$ cat src/rtl/axi_lite_master.sv
// AXI4-Lite single-outstanding master: a command/response front end drives one
// AXI4-Lite read or write at a time. The wait counter flags slow slaves but never aborts.
module axi_lite_master #(
    parameter int unsigned C_M_AXI_DATA_WIDTH = 32,
    parameter int unsigned C_M_AXI_ADDR_WIDTH = 12,
    parameter int unsigned TIMEOUT_CYCLES     = 255
) (
    input  logic                                M_AXI_ACLK,
    input  logic                                M_AXI_ARESETN,
    // command side
    input  logic                                cmd_valid,
    output logic                                cmd_ready,
    input  logic                                cmd_write,
    input  logic [C_M_AXI_ADDR_WIDTH-1:0]       cmd_addr,
    input  logic [C_M_AXI_DATA_WIDTH-1:0]       cmd_wdata,
    input  logic [C_M_AXI_DATA_WIDTH/8-1:0]     cmd_wstrb,
    // response side
    output logic                                rsp_valid,
    input  logic                                rsp_ready,
    output logic [C_M_AXI_DATA_WIDTH-1:0]       rsp_rdata,
    output logic [1:0]                          rsp_resp,
    output logic                                busy,
    output logic                                timeout,
    // AXI4-Lite write address
    output logic [C_M_AXI_ADDR_WIDTH-1:0]       M_AXI_AWADDR,
    output logic [2:0]                          M_AXI_AWPROT,
    output logic                                M_AXI_AWVALID,
    input  logic                                M_AXI_AWREADY,
    // AXI4-Lite write data
    output logic [C_M_AXI_DATA_WIDTH-1:0]       M_AXI_WDATA,
    output logic [C_M_AXI_DATA_WIDTH/8-1:0]     M_AXI_WSTRB,
    output logic                                M_AXI_WVALID,
    input  logic                                M_AXI_WREADY,
    // AXI4-Lite write response
    input  logic [1:0]                          M_AXI_BRESP,
    input  logic                                M_AXI_BVALID,
    output logic                                M_AXI_BREADY,
    // AXI4-Lite read address
    output logic [C_M_AXI_ADDR_WIDTH-1:0]       M_AXI_ARADDR,
    output logic [2:0]                          M_AXI_ARPROT,
    output logic                                M_AXI_ARVALID,
    input  logic                                M_AXI_ARREADY,
    // AXI4-Lite read data
    input  logic [C_M_AXI_DATA_WIDTH-1:0]       M_AXI_RDATA,
    input  logic [1:0]                          M_AXI_RRESP,
    input  logic                                M_AXI_RVALID,
    output logic                                M_AXI_RREADY
);

    localparam int unsigned DATA_W = C_M_AXI_DATA_WIDTH;
    localparam int unsigned ADDR_W = C_M_AXI_ADDR_WIDTH;
    localparam int unsigned STRB_W = C_M_AXI_DATA_WIDTH / 8;
    localparam int unsigned CNT_W  = 16;
    localparam logic [CNT_W-1:0] CNT_LIMIT = CNT_W'(TIMEOUT_CYCLES);

    typedef enum logic [2:0] {
        ST_IDLE,
        ST_WR,
        ST_WR_RESP,
        ST_RD_ADDR,
        ST_RD_DATA,
        ST_DONE
    } state_e;

    state_e              state_q, state_d;
    logic [ADDR_W-1:0]   addr_q, addr_d;
    logic [DATA_W-1:0]   wdata_q, wdata_d;
    logic [STRB_W-1:0]   wstrb_q, wstrb_d;
    logic                write_q, write_d;
    logic                awvalid_q, awvalid_d;
    logic                wvalid_q, wvalid_d;
    logic                bready_q, bready_d;
    logic                arvalid_q, arvalid_d;
    logic                rready_q, rready_d;
    logic                rsp_valid_q, rsp_valid_d;
    logic [DATA_W-1:0]   rsp_rdata_q, rsp_rdata_d;
    logic [1:0]          rsp_resp_q, rsp_resp_d;
    logic                cmd_ready_q, cmd_ready_d;
    logic                busy_q, busy_d;
    logic                timeout_q, timeout_d;
    logic [CNT_W-1:0]    cnt_q, cnt_d;
    logic                aw_fin, w_fin, in_wait;

    // Next-state, handshake flags, capture registers and wait counter
    always_comb begin
        state_d     = state_q;
        addr_d      = addr_q;
        wdata_d     = wdata_q;
        wstrb_d     = wstrb_q;
        write_d     = write_q;
        awvalid_d   = awvalid_q;
        wvalid_d    = wvalid_q;
        bready_d    = bready_q;
        arvalid_d   = arvalid_q;
        rready_d    = rready_q;
        rsp_valid_d = rsp_valid_q;
        rsp_rdata_d = rsp_rdata_q;
        rsp_resp_d  = rsp_resp_q;
        timeout_d   = timeout_q;
        cnt_d       = cnt_q;
        aw_fin      = 1'b0;
        w_fin       = 1'b0;
        in_wait     = 1'b0;

        case (state_q)
            ST_IDLE: begin
                if (cmd_valid) begin
                    addr_d    = cmd_addr;
                    wdata_d   = cmd_wdata;
                    wstrb_d   = cmd_wstrb;
                    write_d   = cmd_write;
                    cnt_d     = '0;
                    timeout_d = 1'b0;
                    if (cmd_write) begin
                        state_d   = ST_WR;
                        awvalid_d = 1'b1;
                        wvalid_d  = 1'b1;
                    end else begin
                        state_d   = ST_RD_ADDR;
                        arvalid_d = 1'b1;
                    end
                end
            end
            ST_WR: begin
                in_wait   = 1'b1;
                // a channel is finished once its VALID has already dropped or handshakes now
                aw_fin    = ~awvalid_q | M_AXI_AWREADY;
                w_fin     = ~wvalid_q | M_AXI_WREADY;
                awvalid_d = awvalid_q & ~M_AXI_AWREADY;
                wvalid_d  = wvalid_q & ~M_AXI_WREADY;
                if (aw_fin && w_fin) begin
                    state_d  = ST_WR_RESP;
                    bready_d = 1'b1;
                end
            end
            ST_WR_RESP: begin
                in_wait = 1'b1;
                if (M_AXI_BVALID) begin
                    bready_d    = 1'b0;
                    rsp_resp_d  = M_AXI_BRESP;
                    rsp_rdata_d = '0;
                    rsp_valid_d = 1'b1;
                    state_d     = ST_DONE;
                end
            end
            ST_RD_ADDR: begin
                in_wait = 1'b1;
                if (M_AXI_ARREADY) begin
                    arvalid_d = 1'b0;
                    rready_d  = 1'b1;
                    state_d   = ST_RD_DATA;
                end
            end
            ST_RD_DATA: begin
                in_wait = 1'b1;
                if (M_AXI_RVALID) begin
                    rready_d    = 1'b0;
                    rsp_rdata_d = M_AXI_RDATA;
                    rsp_resp_d  = M_AXI_RRESP;
                    rsp_valid_d = 1'b1;
                    state_d     = ST_DONE;
                end
            end
            ST_DONE: begin
                if (rsp_ready) begin
                    rsp_valid_d = 1'b0;
                    state_d     = ST_IDLE;
                end
            end
            default: begin
                state_d = ST_IDLE;
            end
        endcase

        // saturating wait counter; the flag is sticky until the next accept
        if (in_wait) begin
            if (cnt_q < CNT_LIMIT) begin
                cnt_d = cnt_q + CNT_W'(1);
            end
            if (cnt_d == CNT_LIMIT) begin
                timeout_d = 1'b1;
            end
        end

        cmd_ready_d = (state_d == ST_IDLE);
        busy_d      = (state_d != ST_IDLE);
    end

    // State and output registers
    always_ff @(posedge M_AXI_ACLK or negedge M_AXI_ARESETN) begin
        if (!M_AXI_ARESETN) begin
            state_q     <= ST_IDLE;
            addr_q      <= '0;
            wdata_q     <= '0;
            wstrb_q     <= '0;
            write_q     <= 1'b0;
            awvalid_q   <= 1'b0;
            wvalid_q    <= 1'b0;
            bready_q    <= 1'b0;
            arvalid_q   <= 1'b0;
            rready_q    <= 1'b0;
            rsp_valid_q <= 1'b0;
            rsp_rdata_q <= '0;
            rsp_resp_q  <= '0;
            cmd_ready_q <= 1'b1;
            busy_q      <= 1'b0;
            timeout_q   <= 1'b0;
            cnt_q       <= '0;
        end else begin
            state_q     <= state_d;
            addr_q      <= addr_d;
            wdata_q     <= wdata_d;
            wstrb_q     <= wstrb_d;
            write_q     <= write_d;
            awvalid_q   <= awvalid_d;
            wvalid_q    <= wvalid_d;
            bready_q    <= bready_d;
            arvalid_q   <= arvalid_d;
            rready_q    <= rready_d;
            rsp_valid_q <= rsp_valid_d;
            rsp_rdata_q <= rsp_rdata_d;
            rsp_resp_q  <= rsp_resp_d;
            cmd_ready_q <= cmd_ready_d;
            busy_q      <= busy_d;
            timeout_q   <= timeout_d;
            cnt_q       <= cnt_d;
        end
    end

    assign cmd_ready     = cmd_ready_q;
    assign rsp_valid     = rsp_valid_q;
    assign rsp_rdata     = rsp_rdata_q;
    assign rsp_resp      = rsp_resp_q;
    assign busy          = busy_q;
    assign timeout       = timeout_q;
    assign M_AXI_AWADDR  = addr_q;
    assign M_AXI_AWPROT  = 3'b000;
    assign M_AXI_AWVALID = awvalid_q;
    assign M_AXI_WDATA   = wdata_q;
    assign M_AXI_WSTRB   = wstrb_q;
    assign M_AXI_WVALID  = wvalid_q;
    assign M_AXI_BREADY  = bready_q;
    assign M_AXI_ARADDR  = addr_q;
    assign M_AXI_ARPROT  = 3'b000;
    assign M_AXI_ARVALID = arvalid_q;
    assign M_AXI_RREADY  = rready_q;

endmodule

$ cat config.mk
export PLATFORM = sky130hd
export DESIGN_NAME = axi_lite_master
export DESIGN_NICKNAME = d
export VERILOG_FILES = /design/src/rtl/axi_lite_master.sv
export SDC_FILE = /design/constraint.sdc
export NUM_CORES = 1
export LEC_CHECK = 0
export BUFFER_PORTS_ARGS = -buffer_cell sky130_fd_sc_hd__buf_4
export CORE_MARGIN = 4
export CORE_UTILIZATION = 52
export CTS_CLUSTER_SIZE = 10
export DETAILED_ROUTE_END_ITERATION = 8
export GPL_TIMING_DRIVEN = 1
export HOLD_SLACK_MARGIN = 0.15
export PLACE_DENSITY = 0.88
export SLEW_MARGIN = 20
export SYNTH_ARGS = -nofsm -noshare
export SYNTH_HDL_FRONTEND = slang
export SYNTH_SLANG_ARGS = --single-unit
$ cat constraint.sdc
create_clock -name M_AXI_ACLK -period 5.2 [get_ports M_AXI_ACLK]
set_input_delay 1.56 -clock M_AXI_ACLK [delete_from_list [all_inputs] [get_ports M_AXI_ACLK]]
set_output_delay 1.56 -clock M_AXI_ACLK [all_outputs]
set_load 0.02 [all_outputs]
==> qor.txt <==
first-pass GRT wire length = 19,890 um
post-CTS clock slew at the launch and capture registers of the worst setup and hold paths = 100 ps
total negative setup slack = 0 ps
initial antenna violation count = 0
Critical-path top delay cell = sky130_fd_sc_hd__a21o_1
Antenna diodes = 0
Place WS = 2010 ps
upper clock frequency limit = 354.6 MHz
number of maximum-capacitance violations = 0
number of setup violations in the final report = 0
setup slack after layout = 2380 ps
GRT Total Usage = 22.34%
post-detailed-routing wire length = 12,100 um
number of buffers inserted to repair setup after CTS = 0
unrepaired setup endpoints after global routing = false
vias after detailed routing = 4,101
synthesized cell area = 0.004805 mm2
maximum clock skew at final layout = 9.271 ps
status = finished clean
slew margin rel. = 38.56%
number of rows created at floorplan = 34
detailed-router iteration count before antenna repair = 5
startpoint type of the worst setup path = primary input
deepest level of the CTS H-tree = 3
overall die width = 104.1 um
arrival time worst endpoint = 3090 ps
post-detailed-route wirelength per cell = 15.01 um
Placement Cell Area = 0.006222 mm2
number of slew-limit violations in the final report = 0
half-perimeter wire length after detailed placement = 8992 um
Peak VDD IR = 0.3609 mV
Starting Density = 54.30%
Data required, critical path = 5470 ps
die area = 0.01084 mm2
I/O Buffers = 196
count of placed standard cells in the final layout, fillers left out = 806
number of distinct library cells after synthesis = 52
sequential fraction of the synthesis area = 57.32%
number of DRC violations after detailed routing = 0
root cell of the clock tree = sky130_fd_sc_hd__clkbuf_8
critical path's largest stage delay = 730 ps
class of the tightest hold or removal check = reg -> reg
TritonCTS clock tree = done
via density per instance = 5.088
Avg Inst Size Synth = 9.222 um2
Iteration-0 DRC Markers = 133
Ys Warns = 0
via count of the first global-routing pass = 4,235
number of nets still failing antenna checks after routing = 0
register-to-register setup slack = 2860 ps
final estimated routing congestion in global placement = 0.8637
cell chain of the critical path = buf_4 -> nand2_1 -> a21o_1 -> buf_4 -> nand2_1 -> o21ai_0
slew of the pin with the lowest slew margin = 921.6 ps
instance count after placement with tap cells included = 790
maximum number of buffers from clock root to sink = 2
hold-fix buffers at CTS = 0
placeable core region = 0.008848 mm2
area growth from synthesis to layout = 34.97%
capturing element type of the critical path = register
ratio of total power to cell area = 632.8 mW/mm2
leakage power of the design = 3.434 nW
fin nets = 790
synthesized flop and latch total = 110
cts bufs inserted = 9
number of sinks on the clock net = 110
Syn Inst Count = 521
share of the cycle needed by the critical path after routing = 54.23%
number of failing hold endpoints at the final stage = 0
total congestion overflow = 0
clock insertion delay at the later pin of the skew report = 360 ps
time the worst path needs with I/O delays and setup = 2820 ps
Resize count post-CTS = 0
path type of the worst setup path = in -> reg
largest net degree at the start of global routing = 79
proportion of layout cells with a drive suffix above 1 = 33.38%
Top Ports = 203
Crit Path Max Fanout = 39
vertical die dimension = 104.1 um
final design instance area without fill = 0.006485 mm2
[cells in the final DEF (no fill, tap or decap), drive strengths merged, types with 2 or more instances in the layout]
| cell | count |
|---|---|
| buf | 203 |
| inv | 5 |
| a21o | 4 |
| nand4 | 2 |
| nor4 | 2 |
| clkbuf | 11 |
| mux2 | 3 |
| and3 | 2 |
| nor2 | 12 |
| dfrtp | 109 |
| conb | 6 |
| bufinv | 2 |
| o21ai | 38 |
| a31oi | 2 |
| nand3 | 7 |
| mux2i | 9 |
| nor3 | 5 |
| or3 | 2 |
| xnor2 | 3 |
| and2 | 6 |
| nand2 | 226 |
| nor2b | 6 |
| a21oi | 11 |
| a22o | 3 |
[worst max-delay path: cells and delay by family]
family                 cells  cell delay, ps
and+or+nand+nor            2             180
AOI/OAI and AO/OA          2             820
buffers and inverters      2             520
[routing by layer]
| metal | track usage [%] | vias up | part of all wire (%) | wire (um) |
|---|---|---|---|---|
| li1 | - | 1999 | - | - |
| met1 | 25.60 | 1932 | 38 | 4625 |
| met2 | 39.14 | 143 | 52 | 6287 |
| met3 | 6.642 | 27 | 7.3 | 885 |
| met4 | 8.927 | 0 | 2.5 | 303 |
| met5 | 0 | - | 0 | 0 |
[final cells by class]
class | instances | area [um2]
Sequential cell | 110 | 2754
Fill cell | 644 | 2364
Multi-Input combinational cell | 366 | 1805
Timing Repair Buffer | 203 | 1551
Clock buffer | 11 | 151.4
Tap cell | 108 | 135.1
Clock inverter | 3 | 68.82
Inverter | 5 | 18.77
[sequential cells by signal, summed over array words and instances (netlist names)]
name           count
busy               1
M_AXI_WVALID       1
cmd_ready          1
timeout            1
M_AXI_ARADDR      12
M_AXI_AWVALID      1
rsp_resp           2
rsp_rdata         32
rsp_valid          1
M_AXI_WDATA       32
M_AXI_RREADY       1
cnt_q             16
M_AXI_BREADY       1
M_AXI_WSTRB        4
M_AXI_ARVALID      1
state_q            3
[synth_stat cells (all sizes together)]
library cell  number  area, um2
dfrtp            109       2728
a21o               4      30.03
nor3               5      30.03
nor3b              1      7.510
and3               2      13.77
o31ai              1      7.510
a32oi              1      8.760
clkbuf            14      52.55
o311ai             1      8.760
xnor2              3      33.79
mux2               3      37.53
o32a               1      10.01
o31a               1      10.01
o32ai              1      8.760
a31oi              2      12.51
nand4              2      18.77
nand3              7      35.03
dfstp              1      26.28
o22ai              1      6.260
o311a              1      10.01
conb               1      3.750
a21oi             11      55.05
inv                5      18.76
a22o               3      26.28
buf               31      212.7
nand3b             1      7.510
a211oi             1      7.510
nand2            226      848.3
nor2              12      47.55
and2b              1      7.510
nor4               2      42.54
nor4b              1      15.01
or3                2      12.51
ha                 1      12.51
mux2i              9      90.09
o2111ai            1      8.760
o21ai             38      190.2
o211ai             1      21.27
nor2b              6      37.54
or2                1      6.260
and2               6      37.54
[path summary, 6_finish.rpt]
kind                                 from              end  depth (start not counted)
max                          M_AXI_BVALID    rsp_rdata[22]                          6
min                        M_AXI_WDATA[6]   M_AXI_WDATA[6]                          2
max reg2reg                    state_q[1]    rsp_rdata[22]                          6
min reg2reg                M_AXI_WDATA[6]   M_AXI_WDATA[6]                          2
max in group asynchronous   M_AXI_ARESETN        cmd_ready                          3
min in group asynchronous   M_AXI_ARESETN  M_AXI_WDATA[10]                          1
[kinds of logic after synthesis]
logic type | synth area share, %
AND/OR/NAND/NOR | 24.30
flip-flops | 57.32
AO/OA/AOI/OAI | 8.776
buffers and inverters | 5.911
multiplexers | 2.656
XOR/XNOR | 0.7033
adder cells (fa/ha/maj) | 0.2604
other | 0.07805
[metrics by stage]
step | power, mW | hold slack (ps) | utilization, %
final | 4.103 | 487.4 | 73.29
after global routing | 4.383 | 512.1 | 73.29
after CTS | 4.128 | 489.5 | 72.81
after detailed placement | 3.559 | 464.8 | 70.32
after global placement | 3.474 | 459.7 | 70.32
after floorplan | 2.728 | 515.5 | -
[where the power goes]
group	switching (mW)	internal, mW	total, mW
Clock	0.274	0.294	0.568
Combinational	1.19	0.833	2.03
Sequential	0.285	1.23	1.51
Power figures use the tool's default switching activity.
